**src/rtl/axi_lite_regfile_slave_if.sv**
```systemverilog
`default_nettype none
// +----------------------------------------------------------------------------+
// | Module      : axi_lite_regfile_slave_if                                    |
// | Description : AXI4-Lite bus bundle for the register-file responder.        |
// |               Signal names carry the direction suffix as seen by the       |
// |               responder (slave modport): *_i are driven by the master,     |
// |               *_o by the responder.                                        |
// | Ports       : AW channel  awaddr_i, awvalid_i, awready_o                   |
// |               W channel   wdata_i, wstrb_i, wvalid_i, wready_o             |
// |               B channel   bresp_o, bvalid_o, bready_i                      |
// |               AR channel  araddr_i, arvalid_i, arready_o                   |
// |               R channel   rdata_o, rresp_o, rvalid_o, rready_i             |
// | Revision    : 1.0  initial release                                         |
// +----------------------------------------------------------------------------+
interface axi_lite_regfile_slave_if #(
  parameter int unsigned ADDR_WIDTH = 32,
  parameter int unsigned DATA_WIDTH = 32
);
  // Write address channel
  logic [ADDR_WIDTH-1:0]   awaddr_i;
  logic                    awvalid_i;
  logic                    awready_o;
  // Write data channel
  logic [DATA_WIDTH-1:0]   wdata_i;
  logic [DATA_WIDTH/8-1:0] wstrb_i;
  logic                    wvalid_i;
  logic                    wready_o;
  // Write response channel
  logic [1:0]              bresp_o;
  logic                    bvalid_o;
  logic                    bready_i;
  // Read address channel
  logic [ADDR_WIDTH-1:0]   araddr_i;
  logic                    arvalid_i;
  logic                    arready_o;
  // Read data channel
  logic [DATA_WIDTH-1:0]   rdata_o;
  logic [1:0]              rresp_o;
  logic                    rvalid_o;
  logic                    rready_i;

  modport master (
    output awaddr_i, awvalid_i, input awready_o,
    output wdata_i, wstrb_i, wvalid_i, input wready_o,
    input  bresp_o, bvalid_o, output bready_i,
    output araddr_i, arvalid_i, input arready_o,
    input  rdata_o, rresp_o, rvalid_o, output rready_i
  );

  modport slave (
    input  awaddr_i, awvalid_i, output awready_o,
    input  wdata_i, wstrb_i, wvalid_i, output wready_o,
    output bresp_o, bvalid_o, input bready_i,
    input  araddr_i, arvalid_i, output arready_o,
    output rdata_o, rresp_o, rvalid_o, input rready_i
  );
endinterface
`default_nettype wire

```
**src/rtl/axi_lite_regfile_slave.sv**
```systemverilog
`default_nettype none
// +----------------------------------------------------------------------------+
// | Module      : axi_lite_regfile_slave                                       |
// | Description : AXI4-Lite responder hosting NUM_REGS software-visible        |
// |               32-bit registers. Register 0 is a read-only ID word.         |
// |               Write and read channels are independent, each with at most   |
// |               one transaction in flight.                                   |
// | Ports       : clk_i   core clock                                           |
// |               rst_ni  asynchronous active-low reset                        |
// |               bus     axi_lite_regfile_slave_if.slave (AW/W/B/AR/R)        |
// | Config      : AXI_REGS_SLVERR_EN - when defined, out-of-range accesses     |
// |               return SLVERR, writes are dropped and reads return 0. When   |
// |               undefined, out-of-range offsets alias onto the bank and all  |
// |               responses are OKAY.                                          |
// | Revision    : 1.0  initial release                                         |
// +----------------------------------------------------------------------------+
module axi_lite_regfile_slave #(
  parameter int unsigned ADDR_WIDTH  = 32,
  parameter int unsigned DATA_WIDTH  = 32,          // only 32 supported
  parameter int unsigned NUM_REGS    = 16,          // power of two, 2..256
  parameter int unsigned WINDOW_BITS = 12,          // decoded byte-offset bits
  parameter logic [31:0] ID_VALUE    = 32'hCE90_0001
) (
  input wire clk_i,
  input wire rst_ni,
  axi_lite_regfile_slave_if.slave bus
);

  localparam int unsigned c_idx_w     = $clog2(NUM_REGS);
  localparam int unsigned c_strb_w    = DATA_WIDTH / 8;
  localparam logic [1:0]  c_resp_okay = 2'b00;

  // --------------------------------------------------------------------------
  // State
  // --------------------------------------------------------------------------
  logic                   ready_en_q, ready_en_d;

  logic                   aw_full_q,  aw_full_d;
  logic                   w_full_q,   w_full_d;
  logic                   bvalid_q,   bvalid_d;
  logic [WINDOW_BITS-1:0] awoff_q,    awoff_d;
  logic [DATA_WIDTH-1:0]  wdata_q,    wdata_d;
  logic [c_strb_w-1:0]    wstrb_q,    wstrb_d;
  logic [1:0]             bresp_q,    bresp_d;

  logic                   rvalid_q,   rvalid_d;
  logic [DATA_WIDTH-1:0]  rdata_q,    rdata_d;
  logic [1:0]             rresp_q,    rresp_d;

  // Register 0 has no storage; it is the constant ID_VALUE.
  logic [DATA_WIDTH-1:0]  regs_q [1:NUM_REGS-1];
  logic [DATA_WIDTH-1:0]  regs_d [1:NUM_REGS-1];

  // --------------------------------------------------------------------------
  // Handshake decode
  // --------------------------------------------------------------------------
  logic                   w_awready, w_wready, w_arready;
  logic                   w_aw_hs, w_w_hs, w_ar_hs;
  logic                   w_do_write;
  logic [WINDOW_BITS-1:0] w_wr_off, w_rd_off;
  logic [c_idx_w-1:0]     w_wr_idx, w_rd_idx;
  logic [DATA_WIDTH-1:0]  w_wr_data;
  logic [c_strb_w-1:0]    w_wr_strb;
  logic                   w_wr_ok, w_rd_ok;
  logic [1:0]             w_wr_resp, w_rd_resp;
  logic [DATA_WIDTH-1:0]  w_rd_word;
  logic                   w_unused_bits;

  // Readies depend only on flops; no input reaches an output combinationally.
  assign w_awready = !aw_full_q && !bvalid_q && ready_en_q;
  assign w_wready  = !w_full_q  && !bvalid_q && ready_en_q;
  assign w_arready = !rvalid_q  && ready_en_q;

  assign w_aw_hs = bus.awvalid_i && w_awready;
  assign w_w_hs  = bus.wvalid_i  && w_wready;
  assign w_ar_hs = bus.arvalid_i && w_arready;

  // Take address/data from the holding flops if already captured, otherwise
  // straight from the bus on the handshake cycle, so a write commits on the
  // same edge the second half arrives.
  assign w_wr_off  = aw_full_q ? awoff_q : bus.awaddr_i[WINDOW_BITS-1:0];
  assign w_wr_data = w_full_q  ? wdata_q : bus.wdata_i;
  assign w_wr_strb = w_full_q  ? wstrb_q : bus.wstrb_i;
  assign w_rd_off  = bus.araddr_i[WINDOW_BITS-1:0];

  assign w_wr_idx = w_wr_off[2 +: c_idx_w];
  assign w_rd_idx = w_rd_off[2 +: c_idx_w];

  assign w_do_write = (aw_full_q || w_aw_hs) && (w_full_q || w_w_hs);

`ifdef AXI_REGS_SLVERR_EN
  localparam logic [1:0] c_resp_slverr = 2'b10;

  // In range when no offset bit above the index field is set.
  assign w_wr_ok   = (w_wr_off[WINDOW_BITS-1:c_idx_w+2] == '0);
  assign w_rd_ok   = (w_rd_off[WINDOW_BITS-1:c_idx_w+2] == '0);
  assign w_wr_resp = w_wr_ok ? c_resp_okay : c_resp_slverr;
  assign w_rd_resp = w_rd_ok ? c_resp_okay : c_resp_slverr;
`else
  // Upper offset bits are ignored, so every offset aliases onto the bank.
  assign w_wr_ok   = 1'b1;
  assign w_rd_ok   = 1'b1;
  assign w_wr_resp = c_resp_okay;
  assign w_rd_resp = c_resp_okay;
`endif

  // Address bits above the window and the byte-within-word bits carry no
  // meaning here.
  assign w_unused_bits = ^{bus.awaddr_i, bus.araddr_i, awoff_q, w_wr_off, w_rd_off};

  // Read mux works on the current flop contents, so a write committing on the
  // same edge is not visible to this read.
  always_comb begin
    w_rd_word = ID_VALUE;
    for (int i = 1; i < NUM_REGS; i++) begin
      if (w_rd_idx == c_idx_w'(i)) begin
        w_rd_word = regs_q[i];
      end
    end
  end

  // --------------------------------------------------------------------------
  // Next-state logic
  // --------------------------------------------------------------------------
  always_comb begin
    ready_en_d = 1'b1;

    aw_full_d = aw_full_q;
    w_full_d  = w_full_q;
    bvalid_d  = bvalid_q;
    awoff_d   = awoff_q;
    wdata_d   = wdata_q;
    wstrb_d   = wstrb_q;
    bresp_d   = bresp_q;

    rvalid_d  = rvalid_q;
    rdata_d   = rdata_q;
    rresp_d   = rresp_q;

    // Write channel. Address and data can arrive in either order; the write
    // commits as soon as both are present. Neither handshake is accepted
    // while a response is pending, so bvalid_q is low whenever w_do_write is.
    if (w_do_write) begin
      aw_full_d = 1'b0;
      w_full_d  = 1'b0;
      bvalid_d  = 1'b1;
      bresp_d   = w_wr_resp;
    end else begin
      if (w_aw_hs) begin
        aw_full_d = 1'b1;
        awoff_d   = bus.awaddr_i[WINDOW_BITS-1:0];
      end
      if (w_w_hs) begin
        w_full_d = 1'b1;
        wdata_d  = bus.wdata_i;
        wstrb_d  = bus.wstrb_i;
      end
      if (bvalid_q && bus.bready_i) begin
        bvalid_d = 1'b0;
      end
    end

    // Read channel
    if (w_ar_hs) begin
      rvalid_d = 1'b1;
      rdata_d  = w_rd_ok ? w_rd_word : '0;
      rresp_d  = w_rd_resp;
    end else if (rvalid_q && bus.rready_i) begin
      rvalid_d = 1'b0;
    end
  end

  // Register bank update with byte-lane strobes.
  always_comb begin
    for (int i = 1; i < NUM_REGS; i++) begin
      regs_d[i] = regs_q[i];
      if (w_do_write && w_wr_ok && (w_wr_idx == c_idx_w'(i))) begin
        for (int b = 0; b < c_strb_w; b++) begin
          if (w_wr_strb[b]) begin
            regs_d[i][8*b +: 8] = w_wr_data[8*b +: 8];
          end
        end
      end
    end
  end

  // --------------------------------------------------------------------------
  // Flops
  // --------------------------------------------------------------------------
  always_ff @(posedge clk_i or negedge rst_ni) begin
    if (!rst_ni) begin
      ready_en_q <= 1'b0;
      aw_full_q  <= 1'b0;
      w_full_q   <= 1'b0;
      bvalid_q   <= 1'b0;
      awoff_q    <= '0;
      wdata_q    <= '0;
      wstrb_q    <= '0;
      bresp_q    <= 2'b00;
      rvalid_q   <= 1'b0;
      rdata_q    <= '0;
      rresp_q    <= 2'b00;
    end else begin
      ready_en_q <= ready_en_d;
      aw_full_q  <= aw_full_d;
      w_full_q   <= w_full_d;
      bvalid_q   <= bvalid_d;
      awoff_q    <= awoff_d;
      wdata_q    <= wdata_d;
      wstrb_q    <= wstrb_d;
      bresp_q    <= bresp_d;
      rvalid_q   <= rvalid_d;
      rdata_q    <= rdata_d;
      rresp_q    <= rresp_d;
    end
  end

  always_ff @(posedge clk_i or negedge rst_ni) begin
    if (!rst_ni) begin
      for (int i = 1; i < NUM_REGS; i++) begin
        regs_q[i] <= '0;
      end
    end else begin
      for (int i = 1; i < NUM_REGS; i++) begin
        regs_q[i] <= regs_d[i];
      end
    end
  end

  // --------------------------------------------------------------------------
  // Outputs
  // --------------------------------------------------------------------------
  assign bus.awready_o = w_awready;
  assign bus.wready_o  = w_wready;
  assign bus.bvalid_o  = bvalid_q;
  assign bus.bresp_o   = bresp_q;
  assign bus.arready_o = w_arready;
  assign bus.rvalid_o  = rvalid_q;
  assign bus.rdata_o   = rdata_q;
  assign bus.rresp_o   = rresp_q;

endmodule
`default_nettype wire

```
**src/flat_wrapper.sv**
```systemverilog
// flat-port wrapper written by rule: the top's interface ports become plain ports
module axi_lite_regfile_slave_flat 
#(
  parameter int unsigned ADDR_WIDTH  = 32,
  parameter int unsigned DATA_WIDTH  = 32,                              
  parameter int unsigned NUM_REGS    = 16,                                 
  parameter int unsigned WINDOW_BITS = 12,                                     
  parameter logic [31:0] ID_VALUE    = 32'hCE90_0001
)
  (clk_i, rst_ni, bus_awaddr_i, bus_awvalid_i, bus_awready_o, bus_wdata_i, bus_wstrb_i, bus_wvalid_i, bus_wready_o, bus_bresp_o, bus_bvalid_o, bus_bready_i, bus_araddr_i, bus_arvalid_i, bus_arready_o, bus_rdata_o, bus_rresp_o, bus_rvalid_o, bus_rready_i);
  axi_lite_regfile_slave_if #(.ADDR_WIDTH(ADDR_WIDTH), .DATA_WIDTH(DATA_WIDTH)) bus_i ();
  input wire clk_i;
  input wire rst_ni;
  input wire logic [$bits(bus_i.awaddr_i)-1:0] bus_awaddr_i;
  input wire logic [$bits(bus_i.awvalid_i)-1:0] bus_awvalid_i;
  output wire logic [$bits(bus_i.awready_o)-1:0] bus_awready_o;
  input wire logic [$bits(bus_i.wdata_i)-1:0] bus_wdata_i;
  input wire logic [$bits(bus_i.wstrb_i)-1:0] bus_wstrb_i;
  input wire logic [$bits(bus_i.wvalid_i)-1:0] bus_wvalid_i;
  output wire logic [$bits(bus_i.wready_o)-1:0] bus_wready_o;
  output wire logic [$bits(bus_i.bresp_o)-1:0] bus_bresp_o;
  output wire logic [$bits(bus_i.bvalid_o)-1:0] bus_bvalid_o;
  input wire logic [$bits(bus_i.bready_i)-1:0] bus_bready_i;
  input wire logic [$bits(bus_i.araddr_i)-1:0] bus_araddr_i;
  input wire logic [$bits(bus_i.arvalid_i)-1:0] bus_arvalid_i;
  output wire logic [$bits(bus_i.arready_o)-1:0] bus_arready_o;
  output wire logic [$bits(bus_i.rdata_o)-1:0] bus_rdata_o;
  output wire logic [$bits(bus_i.rresp_o)-1:0] bus_rresp_o;
  output wire logic [$bits(bus_i.rvalid_o)-1:0] bus_rvalid_o;
  input wire logic [$bits(bus_i.rready_i)-1:0] bus_rready_i;
  assign bus_i.awaddr_i = bus_awaddr_i;
  assign bus_i.awvalid_i = bus_awvalid_i;
  assign bus_awready_o = bus_i.awready_o;
  assign bus_i.wdata_i = bus_wdata_i;
  assign bus_i.wstrb_i = bus_wstrb_i;
  assign bus_i.wvalid_i = bus_wvalid_i;
  assign bus_wready_o = bus_i.wready_o;
  assign bus_bresp_o = bus_i.bresp_o;
  assign bus_bvalid_o = bus_i.bvalid_o;
  assign bus_i.bready_i = bus_bready_i;
  assign bus_i.araddr_i = bus_araddr_i;
  assign bus_i.arvalid_i = bus_arvalid_i;
  assign bus_arready_o = bus_i.arready_o;
  assign bus_rdata_o = bus_i.rdata_o;
  assign bus_rresp_o = bus_i.rresp_o;
  assign bus_rvalid_o = bus_i.rvalid_o;
  assign bus_i.rready_i = bus_rready_i;
  axi_lite_regfile_slave #(.ADDR_WIDTH(ADDR_WIDTH), .DATA_WIDTH(DATA_WIDTH), .NUM_REGS(NUM_REGS), .WINDOW_BITS(WINDOW_BITS), .ID_VALUE(ID_VALUE)) u_core (.clk_i(clk_i), .rst_ni(rst_ni), .bus(bus_i));
endmodule
```
**config.mk**
```make
export PLATFORM = sky130hd
export DESIGN_NAME = axi_lite_regfile_slave_flat
export DESIGN_NICKNAME = d
export VERILOG_FILES = /design/src/rtl/axi_lite_regfile_slave_if.sv /design/src/rtl/axi_lite_regfile_slave.sv /design/src/flat_wrapper.sv
export SDC_FILE = /design/constraint.sdc
export NUM_CORES = 1
export LEC_CHECK = 0
export CAP_MARGIN = 40
export CORE_UTILIZATION = 65
export DETAILED_ROUTE_END_ITERATION = 8
export PLACE_DENSITY = 0.89
export SLEW_MARGIN = 30
export SYNTH_ARGS = -nofsm -noshare
export SYNTH_HDL_FRONTEND = slang
export SYNTH_SLANG_ARGS = --single-unit
```
**constraint.sdc**
```tcl
create_clock -name clk_i -period 6.85 [get_ports clk_i]
set_input_delay 1.0275 -clock clk_i [delete_from_list [all_inputs] [get_ports clk_i]]
set_output_delay 1.0275 -clock clk_i [all_outputs]
set_load 0.01 [all_outputs]
```
==> results of run 1 <==
==> cells by family after synthesis <==
family / Yosys count / synth area share
multiplexers: 648 / 0.280
flip-flops: 557 / 0.517
AO/OA/AOI/OAI: 437 / 0.109
AND/OR/NAND/NOR: 321 / 0.0642
buffers and inverters: 186 / 0.0293
other: 2 / 0.000279
==> cells in the mapped netlist, types with 9 or more instances <==
library cell and instances:
a211o_1 11, a21oi_1 112, a221o_1 10, a221oi_1 24, a22oi_1 18, a31oi_1 20
buf_1 15, buf_2 37, clkbuf_1 99, dfrtp_1 557, inv_1 26, mux2_2 474
mux2_4 95, mux2i_1 78, nand2_1 92, nand2b_1 23, nand3_1 27, nand3b_1 9
nor2_1 74, nor2b_1 11, nor3_1 24, o211ai_1 9, o21ai_0 75, o221ai_1 13
o22ai_1 38, o2bb2ai_1 13
==> metal layers <==
layer	share of wire	track usage	vias up	routed length [um]
met2	0.44	0.592	1526	36500
met5	0	0	-	0
met4	0.075	0.270	0	6210
met3	0.13	0.144	491	10800
li1	-	-	7998	-
met1	0.35	0.490	10100	29300
==> power breakdown <==
part	leakage, nW	internal, mW	total, mW	switching (mW)
registers	7.19	4.74	5.71	0.974
logic	5.79	1.84	3.45	1.61
clock network	0.927	1.85	3.18	1.33
total	13.9	8.42	12.3	3.91
==> area by class of cell <==
| cell class | instances | share of cell area |
|---|---|---|
| Multi-Input combinational cell | 1411 | 0.407 |
| Tap cell | 532 | 0.0221 |
| Clock buffer | 71 | 0.0500 |
| Timing Repair Buffer | 129 | 0.0435 |
| Clock inverter | 29 | 0.0118 |
| Inverter | 26 | 0.00324 |
| Sequential cell | 557 | 0.463 |
==> flip-flops by register name, indices dropped and copies added, names as in the netlist <==
register / cells
u_core.wdata_q: 32
u_core.aw_full_q: 1
u_core.bus.rdata_o: 32
u_core.bus.rvalid_o: 1
u_core.wstrb_q: 4
u_core.bus.bvalid_o: 1
u_core.regs_q: 480
u_core.ready_en_q: 1
u_core.awoff_q: 4
u_core.w_full_q: 1
==> worst paths after layout <==
check | depth (start not counted) | startpoint | slack, ps | to
min reg2reg | 1 | u_core.regs_q[66] | 500 | u_core.regs_q[66]
max | 8 | bus_araddr_i[2] | 3310 | u_core.bus.rdata_o[7]
max in group asynchronous | 4 | rst_ni | 4790 | u_core.regs_q[17]
min | 1 | rst_ni | 260 | u_core.regs_q[219]
min in group clk_i | 1 | u_core.regs_q[66] | 500 | u_core.regs_q[66]
max reg2reg | 4 | u_core.w_full_q | 3340 | u_core.regs_q[138]
==> through the flow <==
stage / std cells / setup WS [ps]
4_1_cts: 2749 / 3500
3_3_place_gp: 2644 / 2920
3_5_place_dp: 2649 / 2900
2_1_floorplan: 2154 / 4110
5_1_grt: 2755 / 3310
6_report: 2755 / 3310
==> placed cells by master, fill, tap and decap left out, types with 9 or more instances in the layout <==
cell,count
dfrtp_1,556
mux2_2,474
a21oi_1,112
mux2_4,95
nand2_1,92
clkdlybuf4s50_1,82
mux2i_1,78
o21ai_0,75
nor2_1,72
clkbuf_16,55
o22ai_1,38
buf_4,30
nand3_1,27
inv_1,26
nor3_1,24
a221oi_1,24
nand2b_1,23
a31oi_1,20
a22oi_1,18
clkinv_2,18
o221ai_1,13
o2bb2ai_1,13
a211o_1,11
nor2b_1,10
a221o_1,10
nand3b_1,9
and2_1,9
o211ai_1,9
clkbuf_1,9
==> results.md, run 1 <==
- Crit path max fanout: 62
- TritonCTS buffer count: 55
- Detail Route Antenna Nets: 0
- Vias: 20200
- Netlist cell types: 72
- Area of the multi-input gates: 12300 um2
- Yosys warning total: 0
- Setup Total Neg Slack: 0 ps
- Initial DRC count: 2714
- Post-CTS Setup Inserts: 0
- Peak supply drop: 307 uV
- Num rows: 74
- # port buffers: 87
- Yosys reg bits: 557
- Number of diodes: 0
- WP data required: 7360 ps
- Clock Path Buffers: 3
- Max Cap Violations: 0
- Status: completed
- First-pass GRT wire length: 125000 um
- Reg clk slew, reported paths: 60 ps
- Global route overflow: 0
- Boundary Pins: 148
- Sequential area share after synthesis: 0.517
- Vias in the first global route: 20900
- CTS resizes: 0
- CP Class: input port to flip-flop
- HP Class: input port to async pin
- Root Buffer: clkbuf_16
- CP cell instances: clkbuf_8 > buf_4 > nor2b_1 > buf_4 > a22oi_1 > o221ai_1 > a31oi_1 > o31ai_1
- Core ar.: 40800 um2
- Pwr/cell area: 409 nW/um2
- TritonRoute pass-1 iters: 9
- Worst path top cell family by delay: buffers and inverters
- Final wirelength: 82900 um
- Final Cell Area: 30100 um2
- RSZ-0062 raised after global routing: no
- # setup viols final: 0
- Final hold slack: 255 ps
- Final nets: 2287
- Top cell type's share of synthesized area: 0.517
- DP Area: 28200 um2
- Final Hold Viols: 0
- Drt drc: 0
- Final Max Tran Viols: 0
- Fin crit period: 3540 ps
- Critical Path Sink Type: flip-flop
- Worst Tran Pin Value: 968 ps
- Skew final: 24.0 ps
- Layout cells sized above 1: 0.333
- Startpoint Class: input port
- Initial antenna violation count: 1
- Synthesized area per cell: 12.5 um2
- Fillers: 2404
- Cell mode on critical path: buf_4
- Post-Syn Instances: 2151
- Fin crit share: 0.516
- Num Clock Sinks: 557
- Register area: 13900 um2
- Mapped Area: 27000 um2
- Initial Util: 0.660
- Slew headroom: 0.355
- Synth async-reset ratio: 1.00
- Die Y: 206 um
- Total power: 12.3 mW
- LEAKAGE: 13.9 nW
- Largest net degree at the start of global routing: 198
- CTS H-tree lvls: 2
- Post-synth EDFFs: 0
- Main synth FF type: dfrtp_1
- Crit-path max cell delay: 710 ps
- Max Freq: 0.283 GHz
- Clock latency on the worst-skew pair: 630 ps
- Highest-delay cell along the critical path: buf_4
- Yosys top cell by area: dfrtp_1
- GRT Overall Usage: 0.399
- CTS tree: built
- Width of the chip: 206 um
- Area Overhead vs Synth: 11.8%
- Hold buffers post-CTS: 0
- WP buf/inv: 3
- Leading post-synthesis cells by cell area: dfrtp_1 (52%), mux2_2 (20%), mux2_4 (5.3%)
- Core Util, Final: 0.738
- HPWL Detailed: 49600 um
- Drt via density: 7.32
- Die ar.: 42300 um2
- Gp weighted congestion: 0.930
- DR WL/cell: 30.1 um
- CP Data Arrival Time: 4050 ps
Note: power is estimated with default switching activity, not from simulation.
==> run 2: changes to the inputs <==
Settings changed: CORE_UTILIZATION 65 to 60, PLACE_DENSITY 0.89 to 0.83.
Clock period 6.85 ns to 3.5 ns, I/O delays scaled along.
==> run 2 against run 1 <==
Against the previous run:
- via count down 0.40%
- first-iteration DRC count fell by 8.0%
- sequential cell count is the same
- global-route usage is 3.0 points lower
- register-to-register slack worse by 2700 ps
- worst hold slack improved by 220 ps
- clock skew is 4.7 ps higher
- worst setup slack worse by 2700 ps
- critical path type is now flip-flop to flip-flop
==> results.md, run 2 (synthesized netlist as in run 1, its figures left out) <==
- Status: completed
- RSZ-0062 raised after global routing: no
- # setup viols final: 0
- Num Clock Sinks: 557
- CTS H-tree lvls: 2
- Number of diodes: 0
- Clock latency on the worst-skew pair: 630 ps
- Fillers: 2927
- Initial DRC count: 2498
- Critical Path Sink Type: flip-flop
- Fin crit share: 0.828
- Crit-path max cell delay: 640 ps
- First-pass GRT wire length: 128000 um
- R2R setup slack: 600 ps
- Final nets: 2350
- Commonest non-fill, non-tap cell in the layout: dfrtp_1
- Pwr/cell area: 794 nW/um2
- Slew headroom: 0.415
- Num rows: 77
- WP data required: 3990 ps
- Max Freq: 0.345 GHz
- Max Cap Violations: 0
- Largest net degree at the start of global routing: 91
- Drt drc: 0
- Clock Path Buffers: 3
- Reg clk slew, reported paths: 60 ps
- Final Max Tran Viols: 0
- Hold depth: 2
- Initial Util: 0.610
- Capture point of the worst reg-to-reg path: u_core.regs_q[387]
- TritonRoute pass-1 iters: 8
- Global route overflow: 0
- CTS tree: built
- Root Buffer: clkbuf_16
- Most frequent cells in the layout: dfrtp_1 (556), mux2_2 (474), a21oi_1 (112)
- Layer carrying the most global-route usage: met2
- Vias: 20100
- Initial antenna violation count: 2
- Gp weighted congestion: 0.928
- CP cell instances: or3b_1 > a222oi_1 > and2_1 > nand2_4 > mux2_4
- TritonCTS buffer count: 56
- Detail Route Antenna Nets: 0
- Drt via density: 6.96
- CP Class: flip-flop to flip-flop
- R2R depth: 5
- Area Overhead vs Synth: 14.4%
- Peak supply drop: 581 uV
- Flip-flop count of the largest register after layout: 480
- GRT Overall Usage: 0.369
- HPWL Detailed: 54200 um
- Core ar.: 44200 um2
- Die ar.: 45800 um2
- Final wirelength: 84300 um
- Crit path max fanout: 18
- Skew final: 28.7 ps
- Final Hold Viols: 0
- Worst Hold Launch: bus_rready_i
- Min-Delay Endpoint: u_core.bus.rvalid_o
- # port buffers: 87
- Met2 GRT Util: 0.552
- Met1 Use GR: 0.470
- Boundary Pins: 148
- CTS resizes: 0
- FF-to-FF Start: u_core.aw_full_q
- Highest-delay cell along the critical path: dfrtp_1
- Worst Tran Pin Value: 878 ps
- LEAKAGE: 14.3 nW
- Layout cells sized above 1: 0.351
- HP Class: input port to flip-flop
- Final hold slack: 479 ps
- Fin crit period: 2900 ps
- Die Y: 214 um
- GRT met3 Usage: 0.109
- Hold buffers post-CTS: 1
- Post-CTS Setup Inserts: 0
- CP Data Arrival Time: 3390 ps
- DR WL/cell: 29.3 um
- Width of the chip: 214 um
- Startpoint Class: flip-flop
- Setup Total Neg Slack: 0 ps
- Vias in the first global route: 20900
- Biggest register: u_core.regs_q
## run 2: power by group
group / total [mW] / internal, mW / switching, mW
clock network: 6.47 / 3.85 / 2.62
logic: 6.92 / 3.68 / 3.24
registers: 11.1 / 9.27 / 1.82
## run 2: metrics by stage
stage	instances	total power [mW]	worst slack, ps	util	instance area [um2]
after detailed placement	2774	17.8	246	0.651	28800
after global routing	2882	25.4	504	0.697	30800
after floorplan	2154	15.4	1260	-	27000
after CTS	2880	24.3	647	0.696	30800
after global placement	2773	17.2	325	0.651	28800
final	2882	24.5	603	0.697	30800
## run 2: cell type report
cell class                      instances  area (um2)  area share
Inverter                               26        97.6     0.00317
Clock buffer                           87        1740      0.0565
Sequential cell                       557       13900       0.452
Clock inverter                         18         254     0.00824
Tap cell                              592         741      0.0240
Multi-Input combinational cell       1411       12200       0.397
Timing Repair Buffer                  191        1810      0.0587
## run 2: per-layer routing
layer | wire [um] | share of wire | vias to the layer above
met3 | 9320 | 0.11 | 410
li1 | - | - | 8123
met1 | 31400 | 0.37 | 10100
met5 | 17 | 0.00020 | -
met4 | 5780 | 0.069 | 4
met2 | 37800 | 0.45 | 1394
## run 2: worst max-delay path by stage
| stage | startpoint | end | slack (ps) | cells past startpoint |
|---|---|---|---|---|
| finish | u_core.aw_full_q | u_core.regs_q[387] | 600 | 5 |
| global route | u_core.aw_full_q | u_core.regs_q[387] | 500 | 5 |
| CTS | u_core.aw_full_q | u_core.regs_q[387] | 650 | 5 |
| detailed placement | bus_wvalid_i | u_core.regs_q[118] | 250 | 7 |
| global placement | bus_awaddr_i[4] | u_core.regs_q[386] | 320 | 6 |
| floorplan | bus_araddr_i[2] | u_core.bus.rdata_o[10] | 1260 | 9 |
## run 2: critical path, delay by kind of cell (launching register included)
family	cells	cell delay, ps
DFF	1	640
AOI/OAI and AO/OA	1	540
and+or+nand+nor	3	1200
muxes	1	360
==> run 3: changes to the inputs <==
Clock period 3.5 ns to 2.9 ns, I/O delays scaled along.
==> run 3 against run 2 <==
Against the previous run:
- power is 21% higher
- worst hold slack worse by 110 ps
- highest routed layer unchanged
- non-clock buffer count is 35 higher
- final area is 1.3% higher
- cell count is 1.1% higher
- sequential power is 21% higher
- sequential cell count stayed put
- sequential share of layout area is 0.58 points lower
- core utilization is 0.91 points higher
- critical path type is now flip-flop to primary output
- via count is 1.5% higher
==> results.md, run 3 (synthesized netlist as in run 1, its figures left out) <==
- Critical Path Sink Type: primary output
- TritonCTS buffer count: 57
- Commonest non-fill, non-tap cell in the layout: dfrtp_1
- Detail Route Antenna Nets: 0
- Vias in the first global route: 21000
- Capture point of the worst reg-to-reg path: u_core.regs_q[108]
- Die Y: 214 um
- Gp weighted congestion: 0.944
- CP Launch Point: u_core.w_full_q
- Max Freq: 0.380 GHz
- DR WL/cell: 29.4 um
- Setup slack after layout: 271 ps
- Sw Pwr: 9.37 mW
- Biggest register: u_core.regs_q
- Fin crit period: 2630 ps
- FF-to-FF Start: u_core.w_full_q
- Initial DRC count: 2588
- Worst Tran Pin Value: 927 ps
- Clock latency on the worst-skew pair: 640 ps
- WP depth: 3
- # setup viols final: 0
- CTS tree: built
- Final wirelength: 85600 um
- Status: completed
- Slew headroom: 0.382
- CP cell instances: buf_4 > nor2_1 > clkdlybuf4s50_1
- Final nets: 2386
- Num Clock Sinks: 557
- Final Hold Viols: 0
- Root Buffer: clkbuf_16
- Peak supply drop: 632 uV
- Pwr/cell area: 951 nW/um2
- Max Cap Violations: 0
- Sequential power share: 0.450
- GRT Overall Usage: 0.375
- Pre-CTS setup slack: -10.8 ps
- Startpoint Class: flip-flop
- Initial antenna violation count: 1
- Total power: 29.7 mW
- LEAKAGE: 14.5 nW
- HP Class: input port to async pin
- RSZ-0062 raised after global routing: no
- Reg clk slew, reported paths: 60 ps
- Highest-delay cell along the critical path: dfrtp_2
- R2R setup slack: 290 ps
- Clock network power share: 0.265
- Worst setup path endpoint: bus_wready_o
- Flip-flop count of the largest register after layout: 480
- Drt via density: 6.99
- WP buf/inv: 2
- Core ar.: 44200 um2
- CTS H-tree lvls: 2
- TritonRoute pass-1 iters: 8
- Boundary Pins: 148
- HPWL Detailed: 54300 um
- Skew final: 29.3 ps
- Crit-path max cell delay: 610 ps
- Width of the chip: 214 um
- Most frequent cells in the layout: dfrtp_1 (556), mux2_2 (474), buf_4 (116)
- CP Class: flip-flop to primary output
- Largest net degree at the start of global routing: 79
- First-pass GRT wire length: 130000 um
- # port buffers: 87
- R2R depth: 7
- WP data required: 2470 ps
- Vias: 20400
- Sw frac: 0.316
- Crit path max fanout: 19
- Area Overhead vs Synth: 15.8%
- Global route overflow: 0
- Comb power frac: 0.285
- Layout cells sized above 1: 0.361
- Num rows: 77
- Fin crit share: 0.907
- Clock Path Buffers: 3
- CTS resizes: 0
- CP Data Arrival Time: 2190 ps
- Drt drc: 0
- Pint: 20.3 mW
- Die ar.: 45800 um2
- Initial Util: 0.610
- Worst path top cell family by delay: buffers and inverters
- Final Max Tran Viols: 0
-- run 3: cell types whose count changed in the layout (fill, tap and decap cells not counted), moves of 2 or more --
cell and delta:
buf_4 +25, buf_12 +12, clkbuf_8 -7, clkbuf_1 -3, bufinv_16 +2, clkinvlp_4 +2, diode_2 +2
-- run 3: worst min-delay path by stage --
| stage | slack, ps | cells past startpoint | endpoint | startpoint |
|---|---|---|---|---|
| final | 370 | 2 | u_core.regs_q[411] | rst_ni |
| after floorplan | 140 | 0 | u_core.aw_full_q | rst_ni |
| after detailed placement | 450 | 1 | u_core.regs_q[411] | rst_ni |
| after CTS | 350 | 5 | u_core.bus.rdata_o[2] | bus_araddr_i[3] |
| after global placement | 440 | 1 | u_core.regs_q[414] | rst_ni |
| after global routing | 420 | 2 | u_core.regs_q[414] | rst_ni |
-- run 3: layout make-up --
class	instances	area, um2
Multi-Input combinational cell	1411	12200
Sequential cell	557	13900
Clock inverter	24	354
Fill cell	2832	13000
Tap cell	592	741
Clock buffer	77	1630
Antenna cell	2	5.00
Inverter	26	97.6
Timing Repair Buffer	226	2210
-- run 3: power groups by stage --
stage / clock network, mW / logic, mW / registers, mW
floorplan: 0 / 6.06 / 12.6
global placement: 0 / 7.81 / 13.0
detailed placement: 0 / 8.23 / 13.2
CTS: 7.88 / 8.35 / 13.2
global route: 8.16 / 8.97 / 13.6
finish: 7.87 / 8.45 / 13.4
-- run 3: metal layers --
layer	wire length [um]	track usage	vias to the layer above
met5	14	0	-
met4	6180	0.246	2
met3	10000	0.0940	422
met2	38200	0.565	1518
met1	31200	0.483	10200
li1	-	-	8186
-- run 3: metrics by stage --
stage,cells,area [um2],util,hold slack (ps),setup TNS (ps)
4_1_cts,2913,31200,0.706,353,0
3_3_place_gp,2810,29200,0.660,443,0
5_1_grt,2913,31200,0.706,416,0
6_report,2915,31200,0.706,372,0
2_1_floorplan,2154,27000,-,139,0
3_5_place_dp,2811,29200,0.661,450,-49.2
-- run 3: repair_timing --
action                                 in CTS  in global routing
setup buffers                               0                  0
hold buffers                                1                  0
endpoints found under the hold margin      51                  0
